===== config.mk =====
export PLATFORM = sky130hd
export DESIGN_NAME = move_scheduler
export DESIGN_NICKNAME = d
export VERILOG_FILES = /design/src/rtl/move_scheduler.sv
export SDC_FILE = /design/constraint.sdc
export NUM_CORES = 1
export LEC_CHECK = 0
export ABC_AREA = 1
export CAP_MARGIN = 20
export CORE_MARGIN = 2
export CORE_UTILIZATION = 43
export CTS_BUF_LIST = sky130_fd_sc_hd__clkbuf_8
export CTS_CLUSTER_DIAMETER = 50
export CTS_CLUSTER_SIZE = 8
export DETAILED_ROUTE_END_ITERATION = 16
export PLACE_DENSITY = 0.65
export SLEW_MARGIN = 20
export SYNTH_ARGS = -nofsm -noshare
export SYNTH_HDL_FRONTEND = slang
export SYNTH_SLANG_ARGS = --single-unit

===== constraint.sdc =====
create_clock -name clk -period 2.6 [get_ports clk]
set_input_delay 0.52 -clock clk [delete_from_list [all_inputs] [get_ports clk]]
set_output_delay 0.52 -clock clk [all_outputs]
set_load 0.02 [all_outputs]

===== src/rtl/move_scheduler.sv =====
// Falling-piece motion sequencer: arbitrates gravity ticks and key moves onto the
// shared collision checker and commits accepted moves to the piece registers.
module move_scheduler #(
    parameter int         GRAVITY_DIV = 50000000,
    parameter logic [3:0] SPAWN_X     = 4'd4
) (
    input  logic       clk,
    input  logic       rst_n,
    input  logic [7:0] keycode,
    input  logic       key_valid,
    input  logic       game_active,
    input  logic       spawn,
    output logic       chk_req,
    output logic [3:0] chk_x,
    output logic [4:0] chk_y,
    output logic [1:0] chk_rot,
    input  logic       chk_ack,
    input  logic       chk_collision,
    output logic [3:0] piece_x,
    output logic [4:0] piece_y,
    output logic [1:0] piece_rot,
    output logic       place_piece,
    output logic       spawn_fail,
    output logic       busy
);
    typedef enum logic [1:0] {HOLD, IDLE, CHECK, LOCK} state_t;
    typedef enum logic [2:0] {OP_DOWN, OP_LEFT, OP_RIGHT, OP_ROTATE, OP_DROP, OP_SPAWN} op_t;

    localparam int               CNT_W    = $clog2(GRAVITY_DIV);
    localparam logic [CNT_W-1:0] CNT_LAST = CNT_W'(GRAVITY_DIV - 1);

    state_t           state;
    op_t              op, slot_op, key_op, sel_op;
    logic             slot_valid, grav_pend, key_known;
    logic [CNT_W-1:0] grav_cnt;
    logic             active, load_key, take, commit_down, rest_next;
    logic [3:0]       nx;
    logic [4:0]       ny;
    logic [1:0]       nr;

    // Checker handshake: chk_req with chk_x/y/rot is held until chk_ack is sampled.
    assign busy        = (state == CHECK) || (state == LOCK);
    assign active      = ((state == IDLE) || (state == CHECK)) && game_active;
    assign load_key    = active && key_valid && key_known;
    assign take        = (state == IDLE) && game_active && (grav_pend || slot_valid);
    assign commit_down = (state == CHECK) && chk_ack && !chk_collision
                         && ((op == OP_DOWN) || (op == OP_DROP));
    assign rest_next   = (state == LOCK) || ((state == CHECK) && chk_ack && chk_collision
                         && ((op == OP_DOWN) || (op == OP_DROP) || (op == OP_SPAWN)));

    always_comb begin
        key_known = 1'b1;
        key_op    = OP_DOWN;
        case (keycode)
            8'h6B:   key_op = OP_LEFT;
            8'h74:   key_op = OP_RIGHT;
            8'h72:   key_op = OP_DOWN;
            8'h75:   key_op = OP_ROTATE;
            8'h29:   key_op = OP_DROP;
            default: key_known = 1'b0;
        endcase
    end

    // Gravity outranks the key slot; candidates wrap and the checker rejects off-board ones.
    always_comb begin
        sel_op = grav_pend ? OP_DOWN : slot_op;
        nx     = piece_x;
        ny     = piece_y;
        nr     = piece_rot;
        case (sel_op)
            OP_LEFT:   nx = piece_x - 4'd1;
            OP_RIGHT:  nx = piece_x + 4'd1;
            OP_ROTATE: nr = piece_rot + 2'd1;
            default:   ny = piece_y + 5'd1;
        endcase
    end

    always_ff @(posedge clk or negedge rst_n) begin
        if (!rst_n) begin
            slot_valid <= 1'b0;
            slot_op    <= OP_DOWN;
        end else if (rest_next) begin
            slot_valid <= 1'b0;
        end else if (load_key) begin
            slot_valid <= 1'b1;
            slot_op    <= key_op;
        end else if (take && !grav_pend) begin
            slot_valid <= 1'b0;
        end
    end

    always_ff @(posedge clk or negedge rst_n) begin
        if (!rst_n) begin
            grav_cnt  <= '0;
            grav_pend <= 1'b0;
        end else if (commit_down) begin
            grav_cnt  <= '0;
            grav_pend <= 1'b0;
        end else begin
            if (!active || grav_cnt == CNT_LAST) grav_cnt <= '0;
            else                                 grav_cnt <= grav_cnt + 1'b1;
            if (rest_next)                              grav_pend <= 1'b0;
            else if (active && grav_cnt == CNT_LAST)    grav_pend <= 1'b1;
            else if (take && grav_pend)                 grav_pend <= 1'b0;
        end
    end

    always_ff @(posedge clk or negedge rst_n) begin
        if (!rst_n) begin
            state       <= HOLD;
            op          <= OP_DOWN;
            chk_req     <= 1'b0;
            chk_x       <= '0;
            chk_y       <= '0;
            chk_rot     <= '0;
            piece_x     <= '0;
            piece_y     <= '0;
            piece_rot   <= '0;
            place_piece <= 1'b0;
            spawn_fail  <= 1'b0;
        end else begin
            place_piece <= 1'b0;
            spawn_fail  <= 1'b0;
            case (state)
                HOLD: if (spawn) begin
                    op      <= OP_SPAWN;
                    chk_x   <= SPAWN_X;
                    chk_y   <= '0;
                    chk_rot <= '0;
                    chk_req <= 1'b1;
                    state   <= CHECK;
                end
                IDLE: if (take) begin
                    op      <= sel_op;
                    chk_x   <= nx;
                    chk_y   <= ny;
                    chk_rot <= nr;
                    chk_req <= 1'b1;
                    state   <= CHECK;
                end
                CHECK: if (chk_ack) begin
                    chk_req <= 1'b0;
                    if (!chk_collision) begin
                        piece_x   <= chk_x;
                        piece_y   <= chk_y;
                        piece_rot <= chk_rot;
                        // A hard drop keeps probing one row lower without leaving CHECK.
                        if (op == OP_DROP) begin
                            chk_y   <= chk_y + 5'd1;
                            chk_req <= 1'b1;
                        end else begin
                            state <= IDLE;
                        end
                    end else if (op == OP_SPAWN) begin
                        spawn_fail <= 1'b1;
                        state      <= HOLD;
                    end else if ((op == OP_DOWN) || (op == OP_DROP)) begin
                        place_piece <= 1'b1;
                        state       <= LOCK;
                    end else begin
                        state <= IDLE;
                    end
                end
                LOCK:    state <= HOLD;
                default: state <= HOLD;
            endcase
        end
    end
endmodule


==> summary.md, run 1 <==
| Metric | Value |
|---|---|
| Buffers inserted during post-CTS setup optimization | 0 |
| Global-route wire length before repair | 14,700 um |
| Detailed placement HPWL | 6436 um |
| Total of endpoints with negative setup slack in the final report | 0 |
| Pin slew with the least headroom to its limit | 738.0 ps |
| Fin Clk Skew | 12.42 ps |
| Clock H-tree levels | 3 |
| Max FO, Critical Path | 7 |
| Headroom to the max-slew limit | 50.58% |
| Layout-stage area growth over the synthesis result | 21.33% |
| Worst-case clock buffer depth | 2 |
| Pin count of the biggest net entering global routing | 33 |
| Seq/Total Area, Yosys | 42.10% |
| Top cell type's share of synthesized area | 42.10% |
| Clock power frac | 31.8% |
| Number of design rule violations left after detail routing | 0 |
| Power dissipated by switching net loads | 1.209 mW |
| Clock latency on the worst-skew pair | 350 ps |
| Number of clock sinks | 61 |
| WS Path Type | flip-flop to output port |
| Combinational cell fraction of total power | 32.9% |
| Average wire length per cell after detail routing | 12.78 um |
| Number of placement rows | 33 |
| Cell internal pwr | 2.107 mW |
| Port buffer count | 40 |
| Share of total power in sequential cells | 35.3% |
| Power density over cell area | 753.7 nW/um2 |
| CTS Buf Count | 9 |
| TritonCTS clock tree | built |
| Largest area contributor in the netlist | sky130_fd_sc_hd__dfrtp_1 |
| Net switching share of the total power | 36.46% |
| Number of cells on the worst reg-to-reg path | 10 |
| Routed wire length | 8586 um |
| Total inserted antenna cells | 0 |
| Fraction of layout cells with a size suffix above 1 | 5.820% |
| Syn Area/Cell | 7.041 um2 |
| Static leakage power | 2.064 nW |
| Result of the run | finished, final reports clean |
| Minimum setup slack after placement | 440.6 ps |
| Cell types with the largest area share after synthesis | sky130_fd_sc_hd__dfrtp_1, sky130_fd_sc_hd__nand2_1, sky130_fd_sc_hd__nor2_1 |
| Count of max-cap constraint violations | 0 |
| Capture instance of the worst register-to-register path | chk_x[3] |
| Residual antenna-violating net count after detailed routing | 0 |
| Class of the worst hold path | primary input to async pin |
| Required time of the worst setup path | 2080 ps |
| Post-synth net total | 540 |
| Cells after Synth | 515 |
| Utilization after layout | 53.81% |
| Aggregate global routing overflow | 0 |
| Number of DRC markers after the initial detailed-route iteration | 245 |
| Final max-slew violation count | 0 |
| Most crowded layer after global routing | met1 |
| DIE WIDTH | 95.83 um |
| Core region area | 8175 um2 |
| Antenna violations before repair | 0 |
| Worst Path Arrival | 1950 ps |
| Synth warnings | 0 |
| Most frequent cells in the layout | sky130_fd_sc_hd__nand2_1, sky130_fd_sc_hd__nor2_1, sky130_fd_sc_hd__inv_1 |
| Total Die Area | 9183 um2 |
| Global-route track usage on met1 | 31.37% |
| Critical R2R Launch | grav_pend |
| Fmax | 404.6 MHz |
| Starting Density | 44.35% |
| Via count of the first global-routing pass | 3,105 |
| Clock Tree Root | sky130_fd_sc_hd__clkbuf_8 |
| I/O pin count | 41 |
| Aggregate global-route resource usage | 20.91% |
| Final Worst Setup Slack | 128.2 ps |
| Die height | 95.83 um |
| Post-layout minimum cycle time | 2472 ps |
| Commonest non-fill, non-tap cell in the layout | sky130_fd_sc_hd__nand2_1 |
| Global-route track usage on met2 | 29.78% |
| Synthesis-stage register bit count | 61 |
| Max rail drop VDD | 384.5 uV |
| Clock transition time at the flip-flop clock pins of the worst setup and hold paths | 70 ps |
| Share of the cycle needed by the critical path after routing | 95.07% |
| Critical path endpoint category | output port |
| Critical path launch point type | flip-flop |
| Unrepaired setup endpoints after global routing | false |
| First-pass iteration count of the detailed router | 4 |
| Synth cell types | 32 |
| Final-report hold violation count | 0 |
| Met3 usage | 4.229% |
| WHS | 209.2 ps |
| Synthesized area | 3626 um2 |
| Final #Nets | 587 |
| Setup TNS after final layout | 0 ps |
| Routability congestion estimate | 0.9428 |
| Via count | 3,325 |
| FF-to-FF setup slack | 530 ps |
| Overall Power | 3.316 mW |
| Average vias per placed instance | 4.948 |
routing by layer:
metal,vias up,share of wire [%]
met4,0,1.7
met1,1506,51
met3,10,5.5
li1,1706,-
met5,-,0
met2,103,42
state kept, by name, summed over array words and instances, names as in the netlist:
signal	count
piece_y	5
piece_rot	2
place_piece	1
spawn_fail	1
op	3
slot_valid	1
chk_x	4
chk_rot	2
piece_x	4
chk_req	1
chk_y	5
grav_pend	1
grav_cnt	26
state	2
slot_op	3
power groups by stage:
stage               clock, mW  sequential [mW]  combinational, mW
detailed placement          0             1.19               1.09
global placement            0             1.18               1.07
global route             1.12             1.19               1.24
finish                   1.06             1.17               1.09
CTS                      1.08             1.17               1.09
floorplan                   0             1.25              0.648
stage by stage:
step | cells | cell area, um2
after CTS | 672 | 4397
after floorplan | 515 | 3626
after detailed placement | 656 | 4149
final | 672 | 4399
after global placement | 656 | 4149
after global routing | 672 | 4399
critical path, stage by stage, from the launching register on:
cell and delay, ps:
sky130_fd_sc_hd__dfrtp_1 400, sky130_fd_sc_hd__inv_1 120, sky130_fd_sc_hd__ha_2 250, sky130_fd_sc_hd__inv_1 130, sky130_fd_sc_hd__nand2_1 100, sky130_fd_sc_hd__clkdlybuf4s50_1 600
worst max path at each step:
stage               from       end  cells after the start  slack, ps
6_report        state[0]      busy                      5        130
5_1_grt         state[0]      busy                      5          7
4_1_cts         state[0]      busy                      5         40
3_5_place_dp    state[0]      busy                      5        440
2_1_floorplan  grav_pend  chk_x[3]                     10        740
3_3_place_gp    state[0]      busy                      5        500
repair_timing:
item                                    4_1_cts  5_1_grt
gates resized for setup                       0        1
endpoints found under the setup margin        0        1
hold buffers                                  0        0
cell usage after synthesis:
| cell | n |
|---|---|
| sky130_fd_sc_hd__nand4_1 | 8 |
| sky130_fd_sc_hd__nand3_1 | 34 |
| sky130_fd_sc_hd__or2_2 | 2 |
| sky130_fd_sc_hd__clkbuf_1 | 3 |
| sky130_fd_sc_hd__nand3b_1 | 2 |
| sky130_fd_sc_hd__o21ai_0 | 29 |
| sky130_fd_sc_hd__o21bai_1 | 1 |
| sky130_fd_sc_hd__inv_1 | 66 |
| sky130_fd_sc_hd__nand3_2 | 1 |
| sky130_fd_sc_hd__o21ai_2 | 1 |
| sky130_fd_sc_hd__nand2_4 | 1 |
| sky130_fd_sc_hd__nor2_1 | 77 |
| sky130_fd_sc_hd__nand2_1 | 170 |
| sky130_fd_sc_hd__buf_2 | 1 |
| sky130_fd_sc_hd__fa_1 | 1 |
| sky130_fd_sc_hd__xnor2_1 | 4 |
| sky130_fd_sc_hd__ha_1 | 9 |
| sky130_fd_sc_hd__a21o_1 | 1 |
| sky130_fd_sc_hd__o211ai_1 | 1 |
| sky130_fd_sc_hd__a22oi_1 | 1 |
| sky130_fd_sc_hd__a31oi_1 | 2 |
| sky130_fd_sc_hd__nor3_2 | 2 |
| sky130_fd_sc_hd__o21ai_1 | 1 |
| sky130_fd_sc_hd__nor2_2 | 4 |
| sky130_fd_sc_hd__nor3_1 | 4 |
| sky130_fd_sc_hd__xor2_1 | 13 |
| sky130_fd_sc_hd__or2_1 | 1 |
| sky130_fd_sc_hd__dfrtp_1 | 61 |
| sky130_fd_sc_hd__buf_4 | 3 |
| sky130_fd_sc_hd__a31o_2 | 1 |
| sky130_fd_sc_hd__o22a_1 | 1 |
| sky130_fd_sc_hd__a21oi_1 | 9 |
cell type report:
cell class,count,area (um2)
tap,105,131.4
multi-input combinational,381,1815
inverter,66,247.7
clock buffer,9,123.9
timing repair buffer,43,430.4
sequential,61,1526
clock inverter,7,123.9
fill,820,3776
cell families (layout without fill, tap and decap cells):
| family | after synthesis | count (layout) | synth area share, % |
|---|---|---|---|
| buffers and inverters | 73 | 125 | 7.902 |
| AOI/OAI and AO/OA | 48 | 48 | 7.281 |
| DFF | 61 | 61 | 42.10 |
| and+or+nand+nor | 306 | 306 | 34.95 |
| xor gates and xnor gates | 17 | 17 | 4.106 |
| adders and majority gates | 10 | 10 | 3.658 |
No activity file was read; power rests on OpenSTA's default activity.
==> run 2: changes to the inputs <==
--- a/config.mk
+++ b/config.mk
@@ -9,7 +9,6 @@
 export CAP_MARGIN = 20
 export CORE_MARGIN = 2
 export CORE_UTILIZATION = 43
-export CTS_BUF_LIST = sky130_fd_sc_hd__clkbuf_8
 export CTS_CLUSTER_DIAMETER = 50
 export CTS_CLUSTER_SIZE = 8
 export DETAILED_ROUTE_END_ITERATION = 16
==> results of run 2 <==
Same layout as run 1: the final DEF is identical, and so are final timing and power.
==> run 3: changes to the inputs <==
==> constraint.sdc (replaced) <==
create_clock -name clk -period 3 [get_ports clk]
set_input_delay 0.6 -clock clk [delete_from_list [all_inputs] [get_ports clk]]
set_output_delay 0.6 -clock clk [all_outputs]
set_load 0.02 [all_outputs]
==> run 3 against run 2 <==
Compared with the run above:
- cell count is 0.15% higher
- critical path type unchanged
- via count increased by 0.39%
- power is 16% lower
==> summary.md, run 3 (same netlist as run 1, synthesis figures left out) <==
| Metric | Value |
|---|---|
| Result of the run | finished, final reports clean |
| Total inserted antenna cells | 0 (unchanged) |
| Registers with the most flip-flops | grav_cnt x26, chk_y x5, piece_y x5 |
| Via count | 3,338 (+0.39%) |
| Register bank with the most flops | grav_cnt |
| Fmax | 379.2 MHz |
| Aggregate global-route resource usage | 19.94% (-0.96 points) |
| Class of the worst hold path | primary input to async pin |
| Number of design rule violations left after detail routing | 0 (unchanged) |
| Share of the cycle needed by the critical path after routing | 87.90% |
| Routed wire length | 8339 um (-2.9%) |
| Setup TNS after final layout | 0 ps (unchanged) |
| Core region area | 8175 um2 (unchanged) |
| Pin slew with the least headroom to its limit | 658.4 ps (-79.69 ps) |
| Residual antenna-violating net count after detailed routing | 0 (unchanged) |
| TritonCTS clock tree | built |
| Post-layout minimum cycle time | 2637 ps |
| Layout-stage area growth over the synthesis result | 20.43% |
| Placed instance count | 657 (+0.15%) |
| Clock Tree Root | sky130_fd_sc_hd__clkbuf_8 |
| Clock latency on the worst-skew pair | 350 ps (about the same) |
| Antenna violations before repair | 0 (unchanged) |
| Final-report hold violation count | 0 (unchanged) |
| Hold-fix buffers at CTS | 0 (unchanged) |
| Flip-flop count of the largest register, all copies and words added | 26 (unchanged) |
| Worst Path Arrival | 2040 ps (+90 ps) |
| Critical path endpoint category | output port |
| Fraction of layout cells with a size suffix above 1 | 5.810% (-0.010 points) |
| Headroom to the max-slew limit | 55.92% (+5.3 points) |
| Port buffer count | 40 (unchanged) |
| Power density over cell area | 638.7 nW/um2 (-15%) |
| Buffers inserted during post-CTS setup optimization | 0 (unchanged) |
| Clock transition time at the flip-flop clock pins of the worst setup and hold paths | 80 ps (about the same) |
| Final max-slew violation count | 0 (unchanged) |
| Number of placement rows | 33 (unchanged) |
| Max rail drop VDD | 278.0 uV (-28%) |
| WS Path Type | flip-flop to output port |
| Aggregate global routing overflow | 0 (unchanged) |
| Fin Clk Skew | 15.11 ps (+2.692 ps) |
| Total Die Area | 9183 um2 (unchanged) |
| Starting Density | 44.35% (unchanged) |
| Most frequent cells in the layout | sky130_fd_sc_hd__nand2_1, sky130_fd_sc_hd__nor2_1, sky130_fd_sc_hd__inv_1 |
| CTS Buf Count | 9 (unchanged) |
| Detailed placement HPWL | 6238 um (-3.1%) |
| Number of clock sinks | 61 (unchanged) |
| Die height | 95.83 um (unchanged) |
| Count of max-cap constraint violations | 0 (unchanged) |
| Design Area, Final | 4367 um2 (-0.74%) |
| Global-route wire length before repair | 14,160 um (-3.7%) |
| Critical path launch point type | flip-flop |
| First-pass iteration count of the detailed router | 5 (+1) |
| Pin count of the biggest net entering global routing | 34 (+3.0%) |
| Total of endpoints with negative setup slack in the final report | 0 (unchanged) |
| Worst-case clock buffer depth | 2 (unchanged) |
| Unrepaired setup endpoints after global routing | false |
| Clock H-tree levels | 3 (unchanged) |
| Routability congestion estimate | 0.9615 (+2.0%) |
| DIE WIDTH | 95.83 um (unchanged) |
| Required time of the worst setup path | 2400 ps (+320 ps) |
| Commonest non-fill, non-tap cell in the layout | sky130_fd_sc_hd__nand2_1 |
| WHS | 77.72 ps (-131.5 ps) |
| Final Instance Count excl. Fillers | 673 (+0.15%) |
| Max FO, Critical Path | 7 (unchanged) |
| Average wire length per cell after detail routing | 12.39 um (-3.0%) |
| Via count of the first global-routing pass | 3,020 (-2.7%) |
| Number of DRC markers after the initial detailed-route iteration | 198 (-19%) |
| Average vias per placed instance | 4.960 (+0.24%) |
| Final #Nets | 588 (+0.17%) |
| Area after detailed placement | 4144 um2 (-0.12%) |
| I/O pin count | 41 (unchanged) |
| Static leakage power | 2.056 nW (-0.40%) |
| Resized cells post-CTS | 0 (unchanged) |
## run 3: critical path, stage by stage, from the launching register on
cell                              delay [ps]
sky130_fd_sc_hd__dfrtp_1                 420
sky130_fd_sc_hd__inv_1                   120
sky130_fd_sc_hd__ha_1                    280
sky130_fd_sc_hd__inv_1                   160
sky130_fd_sc_hd__nand2_1                 110
sky130_fd_sc_hd__clkdlybuf4s50_1         610
## run 3: path summary, 6_finish.rpt
check                      cells past startpoint       from      endpoint  slack (ps)
max                                            5   state[0]          busy         360
min                                            1      rst_n   grav_cnt[8]          80
max reg2reg                                   10  grav_pend      chk_x[3]         930
min reg2reg                                    2    chk_req       chk_req         500
max in group asynchronous                      2      rst_n  grav_cnt[25]        2270
min in group clk                               2    chk_req       chk_req         500
## run 3: routing by layer
layer / part of all wire [%] / global-route usage (%) / vias to the layer above
met5: 0 / 0 / -
li1: - / - / 1710
met4: 2.1 / 8.571 / 0
met1: 52 / 29.86 / 1523
met2: 41 / 28.09 / 93
met3: 4.7 / 3.524 / 12
## run 3: stage by stage
stage	util [%]	setup WS (ps)	power [mW]
2_1_floorplan	-	1143	1.644
3_3_place_gp	50.69	834.6	1.951
3_5_place_dp	50.69	770.3	1.969
4_1_cts	53.41	361.1	2.808
5_1_grt	53.41	238.6	2.983
6_report	53.41	363.1	2.789
## run 3: cell type report
type                       instances  area, um2
tap                              105      131.4
inverter                          66      247.7
sequential                        61       1526
clock inverter                     7      98.84
clock buffer                       9      123.9
timing repair buffer              44      425.4
fill                             777       3809
multi-input combinational        381       1813
## run 3: power by group
group          total (mW)  leakage [nW]  internal [mW]  switching [mW]
sequential           1.02         0.823          0.914           0.102
combinational       0.936          1.12          0.356           0.580
clock               0.837         0.110          0.472           0.365
==> RTL edit, RTL diff (flow settings as in run 2) <==
The 4 states of `state_t` get a Gray code encoding in 2 bits.
--- a/src/rtl/move_scheduler.sv
+++ b/src/rtl/move_scheduler.sv
@@ -23,7 +23,7 @@
     output logic       spawn_fail,
     output logic       busy
 );
-    typedef enum logic [1:0] {HOLD, IDLE, CHECK, LOCK} state_t;
+    typedef enum logic [1:0] {HOLD = 2'b00, IDLE = 2'b01, CHECK = 2'b11, LOCK = 2'b10} state_t;
     typedef enum logic [2:0] {OP_DOWN, OP_LEFT, OP_RIGHT, OP_ROTATE, OP_DROP, OP_SPAWN} op_t;
 
     localparam int               CNT_W    = $clog2(GRAVITY_DIV);
Check against the original RTL: no difference found for any inputs over 4 cycles, from zero or initial values and one cycle with rst_n low; so few cycles prove little.
==> RTL edit against run 2 <==
Area after synthesis rose by 0.28%; largest cell class unchanged; design area fell by 1.1%; largest power group unchanged; first-iteration DRC count fell by 14%; routed wire length fell by 0.20%; total power fell by 10%; worst setup slack improved by 0.47 ns; sequential cell count did not move.
==> RTL edit: results <==
[drt]
drtPass1Iterations = 6
via_count = 3355
avgRoutedWirePerCell_um = 12.7
drt_iter0_markers = 211

[global_route]
met1_usage = 0.289
grt_pass1_vias = 3113
grt_pass1_wl_um = 14300
grt_use_total = 0.201
use_met2 = 0.300
use_met3 = 0.0384
grt_max_degree = 40

[place]
place.gp.congestion = 0.930
hpwl_um = 6370
placed_cell_area_um2 = 4150

[clocking]
cts_resized = 0
clock_path_buffers = 2
post_cts_buffers = 0

[logic_synthesis]
synth_edf_count = 0
syn-num-nets = 540
synth_cell_types = 34
synth_area_leaders = "dfrtp_1, nand2_1, nor2_1"
netlist_top_cells_count = "nand2_1, nor2_1, inv_1"
synth.yosys.seq_area_share = 0.420

[critical_path]
arrival_ns = 1.48
path_max_fanout = 8
worstReg2RegStart = "grav_cnt[0]$_DFF_PN0_"
slowest_stage = "clkdlybuf4s50_1"
reg2reg_depth = 8
slowest_delay_ns = 0.65
r2r_slack_ns = 0.66
startpoint = "piece_y[2]$_DFFE_PN0P_"
crit_family = "buffers and inverters"
r2r-end = "grav_cnt[23]$_DFF_PN0_"
cp-endpoint = "piece_y[2]"

[power]
irDropWorstVdd_mv = 0.469
p_leak_nw = 2.03

[sta]
whs_ns = 0.152
min_period_ns = 2.00
max_slew_margin = 0.525
fin_skew_ns = 0.0126

[min_path]
hold_path_class = "input port to async pin"

[finish]
drive_gt1_frac = 0.0771
fillers = 806
antenna_cells = 0
finalNetCount = 587

[status]
status = "finished clean"
RTL edit: cell types whose count changed in the layout (fill, tap and decap cells not counted), sizes merged, moves of 4 or more:
cell / delta
inv: +6
xor2: -4
nand3: +4
nor2: +4
ha: -4
RTL edit: how the worst min path moves through the flow:
stage,endpoint,cells past startpoint
6_report,chk_y[4]$_DFFE_PN0P_,1
3_5_place_dp,slot_op[0]$_DFFE_PN0P_,2
2_1_floorplan,chk_req$_DFFE_PN0P_,0
4_1_cts,piece_y[4]$_DFFE_PN0P_,1
3_3_place_gp,slot_op[0]$_DFFE_PN0P_,2
5_1_grt,grav_cnt[12]$_DFF_PN0_,1
RTL edit: final cells by class:
cell class                      count  share of cell area
Tap cell                          105              0.0302
Sequential cell                    61               0.351
Timing Repair Buffer               42              0.0972
Multi-Input combinational cell    381               0.415
Clock inverter                      7              0.0173
Inverter                           71              0.0613
Clock buffer                        9              0.0285
RTL edit: where the power goes:
part	internal (W)	switching, W
sequential	0.00105	0.000137
clock	0.000445	0.000404
combinational	0.000362	0.000568
total	0.00186	0.00111
RTL edit: cell families after synthesis:
group           after synthesis  synth area share
flops                        61             0.420
buf+inv                      77            0.0843
mux                           3           0.00929
simple gates                314             0.366
compound gates               46            0.0692
fa+ha+maj                     6            0.0227
xor+xnor                     12            0.0289
RTL edit: per-layer routing:
layer / wire (µm) / vias to the layer above
li1: - / 1726
met1: 4290 / 1522
met2: 3710 / 88
met3: 383 / 19
met4: 181 / 0
met5: 0 / -
RTL edit: per-stage QoR:
stage	setup slack, ns	utilization	std cells
2_1_floorplan	0.911	-	519
3_3_place_gp	0.543	0.505	660
3_5_place_dp	0.485	0.505	660
4_1_cts	0.582	0.529	676
5_1_grt	0.451	0.529	676
6_report	0.598	0.529	676
